**src/rtl/rsa_encoder.sv**
```systemverilog
// rsa_encoder: computes data_out = data_in^e mod n by left-to-right square-and-multiply,
// with every modular product done by a bit-serial radix-2 Montgomery multiplier.
// Operands are kept in Montgomery form (x*R mod n) between multiplications.
module rsa_encoder #(
  parameter int               n_bit  = 7,
  parameter logic [n_bit-1:0] n      = 7'd79,
  parameter int               e_bit  = 3,
  parameter logic [e_bit-1:0] e      = 3'd5,
  parameter logic [n_bit-1:0] Rmodn  = 7'd49,
  parameter logic [n_bit-1:0] R2modn = 7'd31
) (
  input  logic             clk,
  input  logic             rst,
  input  logic             start,
  input  logic [n_bit-1:0] data_in,
  output logic [n_bit-1:0] data_out,
  output logic             done,
  output logic             busy
);

  localparam int cw = $clog2(n_bit + 1);
  localparam int iw = (e_bit > 1) ? $clog2(e_bit) : 1;
  localparam int tw = n_bit + 2;

  typedef enum logic [2:0] {
    S_IDLE, S_LOAD, S_PRE, S_SQR, S_MUL, S_POST, S_DONE
  } state_t;

  state_t           state, state_next;
  logic             start_d;
  logic             start_edge;
  logic [n_bit-1:0] m_reg;     // captured plaintext
  logic [n_bit-1:0] a_reg;     // running accumulator A, Montgomery form
  logic [n_bit-1:0] xbar;      // m in Montgomery form
  logic [tw-1:0]    t;         // Montgomery partial sum
  logic [cw-1:0]    cnt;       // cycle within the current multiplication
  logic [iw-1:0]    idx;       // exponent bit being scanned

  logic [n_bit-1:0] op_a, op_b;
  logic [n_bit:0]   a_ext;
  logic             a_bit;
  logic [tw-1:0]    sum_add, sum_red;
  logic [n_bit-1:0] mm_res;
  logic             mm_last;
  logic             in_mm;
  logic             scan_bit;
  logic             last_bit;

  assign start_edge = start & ~start_d;
  assign in_mm      = (state == S_PRE) || (state == S_SQR) ||
                      (state == S_MUL) || (state == S_POST);
  assign mm_last    = (cnt == cw'(n_bit));
  assign scan_bit   = e[idx];
  assign last_bit   = (idx == '0);

  // Multiplier operand selection for the current phase.
  always_comb begin
    // NOTE: every output of a combinational block gets a default first, so no path leaves it unassigned and no latch is inferred.
    op_a = a_reg;
    op_b = a_reg;
    case (state)
      S_PRE:   begin op_a = m_reg; op_b = R2modn; end
      S_MUL:   op_b = xbar;
      S_POST:  op_b = n_bit'(1);
      default: ;
    endcase
  end

  // One Montgomery iteration (conditional add, make even, halve) plus the final reduction.
  always_comb begin
    a_ext   = {1'b0, op_a};
    a_bit   = a_ext[cnt];
    sum_add = t + (a_bit ? tw'(op_b) : '0);
    sum_red = sum_add[0] ? sum_add + tw'(n) : sum_add;
    mm_res  = n_bit'((t >= tw'(n)) ? t - tw'(n) : t);
  end

  // State register.
  always_ff @(posedge clk or posedge rst) begin
    // NOTE: clocked state uses non-blocking assignments so every register samples pre-edge values.
    if (rst) state <= S_IDLE;
    else     state <= state_next;
  end

  // Next-state logic: left-to-right exponent scan, one multiplication per state visit.
  always_comb begin
    state_next = state;
    case (state)
      S_IDLE: if (start_edge) state_next = S_LOAD;
      S_LOAD: state_next = S_PRE;
      S_PRE:  if (mm_last) state_next = S_SQR;
      S_SQR:  if (mm_last) begin
                if (scan_bit)      state_next = S_MUL;
                else if (last_bit) state_next = S_POST;
                else               state_next = S_SQR;
              end
      S_MUL:  if (mm_last) state_next = last_bit ? S_POST : S_SQR;
      S_POST: if (mm_last) state_next = S_DONE;
      S_DONE: state_next = S_IDLE;
      default: state_next = S_IDLE;
    endcase
  end

  // Datapath, handshake and output registers.
  always_ff @(posedge clk or posedge rst) begin
    if (rst) begin
      start_d  <= 1'b0;
      busy     <= 1'b0;
      done     <= 1'b0;
      data_out <= '0;
      m_reg    <= '0;
      a_reg    <= '0;
      xbar     <= '0;
      t        <= '0;
      cnt      <= '0;
      idx      <= '0;
    end else begin
      start_d <= start;
      done    <= 1'b0;
      case (state)
        S_IDLE: begin
          busy <= start_edge;
          if (start_edge) m_reg <= data_in;
        end
        S_LOAD: begin
          a_reg <= Rmodn;
          t     <= '0;
          cnt   <= '0;
          idx   <= iw'(e_bit - 1);
        end
        S_DONE: begin
          data_out <= a_reg;
          done     <= 1'b1;
        end
        default: begin
          if (in_mm) begin
            if (mm_last) begin
              t   <= '0;
              cnt <= '0;
              if (state == S_PRE) xbar  <= mm_res;
              else                a_reg <= mm_res;
              // Move to the next exponent bit once its square (and multiply, if any) is done.
              if ((state == S_MUL) || ((state == S_SQR) && !scan_bit))
                idx <= idx - 1'b1;
            end else begin
              t   <= sum_red >> 1;
              cnt <= cnt + 1'b1;
            end
          end
        end
      endcase
    end
  end

endmodule

```
**config.mk**
```make
export PLATFORM = sky130hd
export DESIGN_NAME = rsa_encoder
export DESIGN_NICKNAME = d
export VERILOG_FILES = /design/src/rtl/rsa_encoder.sv
export SDC_FILE = /design/constraint.sdc
export NUM_CORES = 1
export LEC_CHECK = 0
export ABC_CLOCK_PERIOD_IN_PS = 3500
export CORE_MARGIN = 2
export CORE_UTILIZATION = 40
export CTS_CLUSTER_DIAMETER = 150
export CTS_CLUSTER_SIZE = 8
export DETAILED_ROUTE_END_ITERATION = 8
export GPL_ROUTABILITY_DRIVEN = 1
export PLACE_DENSITY_LB_ADDON = 0.08
export REMOVE_ABC_BUFFERS = 1
export SLEW_MARGIN = 20
export SYNTH_ARGS = -nofsm -noshare
export SYNTH_HDL_FRONTEND = slang
export SYNTH_SLANG_ARGS = --single-unit
```
**constraint.sdc**
```tcl
create_clock -name clk -period 3.5 [get_ports clk]
set_input_delay 0.7 -clock clk [delete_from_list [all_inputs] [get_ports clk]]
set_output_delay 0.7 -clock clk [all_outputs]
set_load 0.01 [all_outputs]
```
==> flow_summary.toml, run 1 <==
[worst_hold_path]
hold_class = "flop to flop"

[floorplanning]
fp.dieH_um = 87.26
boundaryPins = 19
fp-row-count = 30
core_um2 = 6756
initial_core_util_pct = 41.04
dieWidth_um = 87.26
die-area_um2 = 7613

[layout]
diodes = 0
fill_cells = 656
stdcell_count = 418
area_delta_synth_final_pct = 24.95
drive_gt1_share_pct = 21.60
final_nets = 360
largest_reg_flops = 8
regMostFlops = "t"

[grt]
grt_max_degree = 48
grt_pass1_wl_um = 10830
grt_util_all_layers_pct = 18.44
grt_pass1_vias = 2259
antenna_found_initial = 0
overflow = 0

[synthesis]
avgSynthCellArea_um2 = 9.336
syn_inst = 297
synth_area_um2 = 2773
synth_warnings = 0
ys.flop_type = "dfrtp_1"
seq_area_frac_synth_pct = 42.42
synthArstFlopShare_pct = 100.0
synth.area.top_cells = "dfrtp_1 (42%), nand2_1 (5.6%), ha_1 (5.4%), o21ai_0 (5.1%), nor2_1 (4.3%)"
synth_cell_types = 50
synth_most_common_cell = "dfrtp_1"
synthTopCellsByCount = "dfrtp_1 (47), nand2_1 (41), nor2_1 (32), o21ai_0 (28), a21oi_1 (20)"
synth_edf_count = 0
synth_seq_cells = 47
synth_top_area_cell = "dfrtp_1"
yosysTopAreaCellShare_pct = 42.42

[routing]
wire_per_inst_um = 16.04
drc = 0
drtPass1Iterations = 4
num_vias = 2345
drt_iter0_markers = 184
drt-total-wl_um = 6704
ant_nets = 0
viasPerCell = 5.610

[clock_network]
clock-root-buffer = "clkbuf_8"
cts.sinks = 47
cts.clk_slew.worst_paths_ns = 0.09
clk_latency_ns = 0.30
clk_path_buf_depth = 2
cts_max_level = 2
numCtsBuffers = 5
postCtsHoldBufs = 0
cts_tree = "yes"

[power_and_ir_drop]
p_per_area_nw_per_um2 = 1120
p_leak_uw = 0.001521
total_power_uw = 3879
switching_power_uw = 1632
p_seq_share_pct = 25.0
clkPwrFrac_pct = 12.2
ir_worst_vdd_v = 0.0005975
internal-power_uw = 2247
combPwrFrac_pct = 62.8
p_sw_share_pct = 42.07

[sta]
clock_skew_ns = 0.01046
worstMarginPinSlew_ns = 0.8044
period_share_pct = 100.6
rsz0062_at_grt = "yes"
finalWorstPathRequiredPeriod_ns = 3.523
final-setup-viol-count = 1
slew_viol_final = 0
tns_ns = -0.02263
holdWs_ns = 0.4783
hold_viol_final = 0
slew_headroom_pct = 46.31
max_freq_mhz = 283.9
finalWorstSetupSlack_ns = -0.02263

[place]
placedCellCount = 406
hpwl_um = 4926
portBuffers = 18
place_ws_ns = -0.1812
routabilityCongestion = 0.8600

[setup_path]
path_class = "flop to flop"
worstSetupStartpointType = "flop"
worstPathArrival_ns = 3.74
cpPeakStageDelay_ns = 0.49
worstPathCellList = "nor3b_4 > buf_6 > mux4_2 > mux2i_1 > nor2_2 > a21oi_4 > buf_4 > nor2_1 > ha_1 > or3_1 > o41ai_2 > nor3_1 > or4_1 > o211ai_1"
required_ns = 3.72
worstPathMaxFanout = 4
cp-end-kind = "flop"
cp_slowest_cell = "mux4_2"

[run_status]
status = "finished with violations"
violations = "negative setup slack"

[run]
max_cap_viol_count = 0
-- final timing paths --
kind | slack (ns) | cells past startpoint | endpoint | startpoint
setup / recovery | -0.02 | 14 | t[6] | state[0]
hold / removal | 0.48 | 2 | data_out[1] | data_out[1]
setup reg to reg | -0.02 | 14 | t[6] | state[0]
hold reg to reg | 0.48 | 2 | data_out[1] | data_out[1]
max in group asynchronous | 2.17 | 2 | idx[0] | rst
min in group asynchronous | 0.84 | 2 | data_out[1] | rst
-- cell type report --
type / instances / area (um^2) / share of cell area, %
multi-input combinational: 227 / 1627 / 46.95
sequential: 47 / 1176 / 33.95
timing repair buffer: 44 / 382.9 / 11.05
tap: 80 / 100.1 / 2.889
clock buffer: 6 / 72.57 / 2.095
clock inverter: 2 / 60.06 / 1.733
inverter: 12 / 46.29 / 1.336
-- timing repair --
action / CTS / global route
setup buffers: 4 / 1
pin swaps: 13 / 18
setup endpoints to repair: 4 / 4
resized for setup: 21 / 6
-- layout by cell type, fill, tap and decap left out, types with 3 or more instances in the layout --
cell	n
dfrtp_1	47
nand2_1	41
nor2_1	31
o21ai_0	24
buf_4	24
a21oi_1	18
clkdlybuf4s50_1	18
inv_1	10
mux2_2	10
ha_1	8
xnor2_1	7
nor2b_1	5
mux2i_1	5
clkbuf_8	5
o21a_1	4
a221oi_1	4
o31ai_1	3
a21o_1	3
a21oi_2	3
o21ai_2	3
a22o_1	3
nor3_1	3
a31oi_1	3
mux4_2	3
ha_4	3
-- critical path: cells and delay by family (launching register included) --
| family | cells | cell delay (ns) |
|---|---|---|
| buffers and inverters | 2 | 0.30 |
| adders and majority gates | 1 | 0.33 |
| DFF | 1 | 0.41 |
| and+or+nand+nor | 6 | 1.36 |
| AOI/OAI and AO/OA | 3 | 0.34 |
| muxes | 2 | 0.69 |
-- power groups by stage --
stage               Clock [uW]  Sequential [uW]  Combinational, uW
finish                     472              971               2440
global route               499             1000               2690
CTS                        478              970               2360
detailed placement           0              979               2150
global placement             0              975               2110
floorplan                    0              971               1400
-- logic make-up after synthesis --
| family | share of synthesized area (%) |
|---|---|
| AO/OA/AOI/OAI | 21.21 |
| XOR/XNOR | 2.843 |
| adder cells (fa/ha/maj) | 6.137 |
| buffers and inverters | 3.249 |
| flip-flops | 42.42 |
| multiplexers | 8.303 |
| AND/OR/NAND/NOR | 15.84 |
-- stage by stage --
stage	area [um^2]	util [%]
CTS	3426	50.70
detailed placement	3179	47.06
global route	3465	51.28
finish	3465	51.28
floorplan	2728	-
global placement	3179	47.06
-- routing by layer --
layer  track usage (%)  wire, um
met5                 0         0
met4             6.434       121
met3             2.275       192
met2             32.58      3282
met1             23.06      3107
No activity file was read; power rests on OpenSTA's default activity.
==> inputs of run 2 (changes only) <==
--- a/config.mk
+++ b/config.mk
@@ -7,7 +7,8 @@
 export LEC_CHECK = 0
 export ABC_CLOCK_PERIOD_IN_PS = 3500
 export CORE_MARGIN = 2
-export CORE_UTILIZATION = 40
+export CORE_UTILIZATION = 45
+export CTS_BUF_LIST = sky130_fd_sc_hd__clkbuf_8
 export CTS_CLUSTER_DIAMETER = 150
 export CTS_CLUSTER_SIZE = 8
 export DETAILED_ROUTE_END_ITERATION = 8
==> run 2 against run 1 <==
Worst setup slack worse by 0.045 ns. First-iteration DRC count down 35%. Clock power fell by 24%. Sequential power rose by 1%. Clock skew is 0.0043 ns lower. Sequential cell count unchanged. Cell count decreased by 2.2%. Critical path depth up 2. Sequential share of layout area grew 0.89 points. The flow still finishes with violations (negative setup slack).
==> flow_summary.toml, run 2 (synthesis results as in run 1) <==
[run_status]
status = "finished with violations"
violations = "negative setup slack"

[layout]
diodes = 0
regMostFlops = "t"
area_delta_synth_final_pct = 21.75
final_cell_mix = "dfrtp_1 (47), nand2_1 (41), nor2_1 (29), o21ai_0 (24), a21oi_1 (20)"
fin_util_pct = 57.02
stdcell_count = 409
fill_cells = 538
final_nets = 356
final_common_cell = "dfrtp_1"
largest_reg_flops = 8
drive_gt1_share_pct = 20.36

[floorplanning]
core_um2 = 5921
fp.dieH_um = 82.50
boundaryPins = 19
dieWidth_um = 82.50
die-area_um2 = 6805
initial_core_util_pct = 46.83
fp-row-count = 28

[sta]
period_share_pct = 101.9
final-setup-viol-count = 1
clock_skew_ns = 0.006115
rsz0062_at_grt = "yes"
slew_viol_final = 0
holdWs_ns = 0.4821
finalWorstPathRequiredPeriod_ns = 3.568
worstMarginPinSlew_ns = 0.8265
hold_viol_final = 0
max_freq_mhz = 280.3
finalWorstSetupSlack_ns = -0.06758
slew_headroom_pct = 44.84

[routing]
drtPass1Iterations = 4
drc = 0
viasPerCell = 5.692
wire_per_inst_um = 16.38
num_vias = 2328
drt_iter0_markers = 120
drt-total-wl_um = 6700
ant_nets = 0

[clock_network]
postCtsHoldBufs = 0
clk_latency_ns = 0.31
numCtsBuffers = 5
cts.clk_slew.worst_paths_ns = 0.09
cts.sinks = 47
cts_max_level = 2
clock-root-buffer = "clkbuf_8"
cts_tree = "yes"
clk_path_buf_depth = 2

[place]
place_ws_ns = -0.1480
hpwl_um = 4821
portBuffers = 18
routabilityCongestion = 0.8495
placedCellCount = 396

[run]
max_cap_viol_count = 0

[setup_path]
worstPathArrival_ns = 3.80
critical_path_buf_inv_count = 2
path_class = "flop to flop"
required_ns = 3.73
crit_start = "state[0]"
cp_top_family = "simple AND/OR/NAND/NOR gates"
cp_slowest_cell = "mux4_2"
worstPathCellList = "nor3b_4 > buf_6 > mux4_2 > mux2i_1 > nor2_2 > a21oi_4 > a221oi_2 > ha_2 > inv_1 > fa_1 > nand2b_4 > a21oi_1 > o41ai_2 > nor3_2 > or4_1 > o211ai_1"
worstSetupStartpointType = "flop"
r2r_start = "state[0]"
cp-end-kind = "flop"
cpPeakStageDelay_ns = 0.49
worstPathMaxFanout = 6

[worst_hold_path]
min-delay-start = "data_out[5]"
hold_class = "flop to flop"

[power_and_ir_drop]
p_leak_uw = 0.001484
ir_worst_vdd_v = 0.0006015
p_per_area_nw_per_um2 = 1113
total_power_uw = 3758

[grt]
overflow = 0
grt_max_degree = 48
antenna_found_initial = 0
grt_pass1_wl_um = 10720
grt_pass1_vias = 2135
grt_util_all_layers_pct = 21.05
-- run 2: cell count changes in the layout (fill, tap and decap cells not counted), sizes merged --
cell / before / now
clkinvlp: 0 / 1
bufinv: 2 / 0
clkinv: 1 / 2
buf: 26 / 22
-- run 2: cell type report --
type | count | area (um^2) | area share [%]
repair buffers | 40 | 360.3 | 10.67
well taps | 75 | 93.84 | 2.780
inverters | 12 | 46.29 | 1.371
clock buffers | 6 | 82.58 | 2.446
clock inverters | 2 | 16.27 | 0.4818
multi-input cells | 227 | 1600 | 47.41
flip-flops and latches | 47 | 1176 | 34.84
-- run 2: worst reg2reg max path: cells and delay by family (launching register included) --
kind / cells / cell delay, ns
flip-flops: 1 / 0.42
multiplexers: 2 / 0.66
AND/OR/NAND/NOR: 5 / 1.02
AO/OA/AOI/OAI: 5 / 0.77
adder cells (fa/ha/maj): 2 / 0.40
buffers and inverters: 2 / 0.21
-- run 2: stage by stage --
step	setup TNS (ns)	cell area, um^2
5_1_grt	-0.8560	3376
4_1_cts	-0.05371	3284
6_report	-0.06758	3376
3_3_place_gp	-0.1412	3136
3_5_place_dp	-0.2846	3136
2_1_floorplan	-0.3046	2728
-- run 2: routing by layer --
metal / routed length [um] / share of wire [%] / vias to the layer above / global-route usage, %
met2: 3249 / 48 / 44 / 32.02
met4: 121 / 1.8 / 0 / 6.885
li1: - / - / 1143 / -
met5: 0 / 0 / - / 0
met1: 3107 / 46 / 1129 / 30.17
met3: 221 / 3.3 / 12 / 4.130
-- run 2: path summary, 6_finish.rpt --
kind / slack (ns) / cells past startpoint / to
worst min-delay path: 0.48 / 2 / data_out[5]
worst min register to register: 0.48 / 2 / data_out[5]
min in group asynchronous: 0.84 / 2 / t[6]
worst max register to register: -0.07 / 16 / t[6]
max in group asynchronous: 2.17 / 2 / xbar[1]
worst max-delay path: -0.07 / 16 / t[6]
-- run 2: where the power goes --
group	internal, uW	switching, uW
sequential	766	215
combinational	1190	1230
clock	161	196
-- run 2: timing repair --
| action | 4_1_cts | 5_1_grt |
|---|---|---|
| endpoints found under the hold margin | 0 | 0 |
| pin swaps | 4 | 4 |
| buffers inserted | 3 | 3 |
| setup endpoints to repair | 3 | 4 |
| resized for setup | 7 | 19 |
==> inputs of run 3 (changes only) <==
--- a/config.mk
+++ b/config.mk
@@ -9,10 +9,11 @@
 export CORE_MARGIN = 2
 export CORE_UTILIZATION = 45
 export CTS_BUF_LIST = sky130_fd_sc_hd__clkbuf_8
-export CTS_CLUSTER_DIAMETER = 150
+export CTS_CLUSTER_DIAMETER = 200
 export CTS_CLUSTER_SIZE = 8
 export DETAILED_ROUTE_END_ITERATION = 8
 export GPL_ROUTABILITY_DRIVEN = 1
+export GPL_TIMING_DRIVEN = 0
 export PLACE_DENSITY_LB_ADDON = 0.08
 export REMOVE_ABC_BUFFERS = 1
 export SLEW_MARGIN = 20
==> run 3 against run 2 <==
The run still ends with negative setup slack left. Count of clock-buffer cells in the layout did not move. Via count fell by 0.30%. Sequential power rose by 0.8%. Register-to-register slack got worse by 0.08 ns. Clock skew fell by 0.0015 ns. Global-route usage rose by 1.3 points. Power rose by 6.3%. Combinational power rose by 7%. Maximum frequency fell by 2.2%. Critical endpoint unchanged. Largest cell class unchanged. Largest power group unchanged.
==> flow_summary.toml, run 3 (synthesis results as in run 1) <==
[power_and_ir_drop]
p_leak_uw = 0.001494
ir_worst_vdd_v = 0.0006552
total_power_uw = 3996
p_per_area_nw_per_um2 = 1155

[floorplanning]
dieWidth_um = 82.50
fp-row-count = 28
core_um2 = 5921
fp.dieH_um = 82.50
initial_core_util_pct = 46.83
boundaryPins = 19
die-area_um2 = 6805

[sta]
worstMarginPinSlew_ns = 0.6485
clock_skew_ns = 0.004645
finalWorstSetupSlack_ns = -0.1484
period_share_pct = 104.2
max_freq_mhz = 274.1
finalWorstPathRequiredPeriod_ns = 3.648
final-setup-viol-count = 3
slew_viol_final = 0
hold_viol_final = 0
slew_headroom_pct = 56.77
rsz0062_at_grt = "yes"

[setup_path]
path_class = "flop to flop"
required_ns = 3.72
worstPathMaxFanout = 4
r2r_start = "state[0]"
cp-end-kind = "flop"
worstPathArrival_ns = 3.87
r2r_cells = 13
worstSetupStartpointType = "flop"
timing.rr.end = "t[6]"
r2r_setup_slack_ns = -0.15

[run_status]
violations = "negative setup slack"
status = "finished with violations"

[place]
place_ws_ns = -0.7779
routabilityCongestion = 0.8401
portBuffers = 18
hpwl_um = 4680

[routing]
ant_nets = 0
drtPass1Iterations = 4
wire_per_inst_um = 17.14
drt-total-wl_um = 6957
drt_iter0_markers = 163
drc = 0
num_vias = 2321
viasPerCell = 5.717

[clock_network]
cts.sinks = 47
numCtsBuffers = 5
clk_path_buf_depth = 2
cts_tree = "yes"
clock-root-buffer = "clkbuf_8"
cts_max_level = 2
postCtsHoldBufs = 0
clk_latency_ns = 0.30
cts.clk_slew.worst_paths_ns = 0.09

[layout]
largest_reg_flops = 8
drive_gt1_share_pct = 22.96
regMostFlops = "t"
area_delta_synth_final_pct = 24.82
final_nets = 353
final_common_cell = "dfrtp_1"
diodes = 0
final_cell_mix = "dfrtp_1 (44), nand2_1 (41), nor2_1 (30), o21ai_0 (23)"

[grt]
grt_max_degree = 34
grt_pass1_vias = 2225
antenna_found_initial = 0
grt_util_all_layers_pct = 22.34
overflow = 0
grt_pass1_wl_um = 11410

[worst_hold_path]
hold_depth = 2
min-delay-start = "data_out[4]"
hold_class = "flop to flop"
min_to = "data_out[4]"

[run]
max_cap_viol_count = 0
==> run 3: metal layers <==
layer | GRT usage [%] | vias to the layer above | routed length [um]
met5 | 0 | - | 0
met4 | 5.410 | 0 | 79
met3 | 3.804 | 7 | 373
met2 | 35.97 | 55 | 3401
met1 | 31.52 | 1127 | 3102
li1 | - | 1132 | -
==> run 3: per-stage QoR <==
| stage | TNS [ns] | area, um^2 | cells | utilization [%] | hold slack (ns) |
|---|---|---|---|---|---|
| floorplan | -0.3046 | 2728 | 286 | - | 0.4498 |
| global placement | -2.601 | 3002 | 379 | 50.70 | 0.4612 |
| detailed placement | -2.708 | 3033 | 381 | 51.23 | 0.4649 |
| CTS | -0.2096 | 3387 | 402 | 57.21 | 0.4889 |
| global route | -0.7195 | 3461 | 406 | 58.45 | 0.5223 |
| finish | -0.2716 | 3461 | 406 | 58.45 | 0.4849 |
==> run 3: layout make-up <==
class	count	area [um^2]
clock buffer	6	82.58
clock inverter	2	38.79
fill	519	2460
inverter	12	45.04
multi-input combinational	227	1675
sequential	47	1180
tap	75	93.84
timing repair buffer	37	345.3
==> run 3: timing repair <==
item / in CTS / in global routing
hold endpoints to repair: 0 / 0
pin swaps: 19 / 16
setup endpoints to repair: 5 / 4
gates resized for setup: 35 / 7
buffers inserted: 13 / 4
gates cloned: 0 / 0
==> run 3: worst max-delay path by stage <==
stage,start,to,cells past startpoint
global route,state[0],t[6],14
CTS,state[2],t[6],14
finish,state[0],t[6],13
global placement,state[1],t[6],14
detailed placement,state[1],t[6],14
floorplan,state[1],t[6],14
==> run 3: report_power, final <==
part | switching [uW] | internal (uW) | leakage, uW
combinational | 1310 | 1270 | 0.000851
clock | 194 | 235 | 0.0000618
sequential | 220 | 769 | 0.000582
total | 1720 | 2270 | 0.00149
==> run 3: worst max-delay path, stage by stage (launching register included) <==
cell	delay (ns)
dfrtp_2	0.44
nor3b_4	0.33
mux4_2	0.53
mux2_4	0.29
a21oi_4	0.23
buf_6	0.14
nor2_1	0.06
ha_1	0.34
buf_4	0.15
or3_1	0.35
o41ai_2	0.08
nor3_2	0.10
or4_1	0.42
o211ai_1	0.10
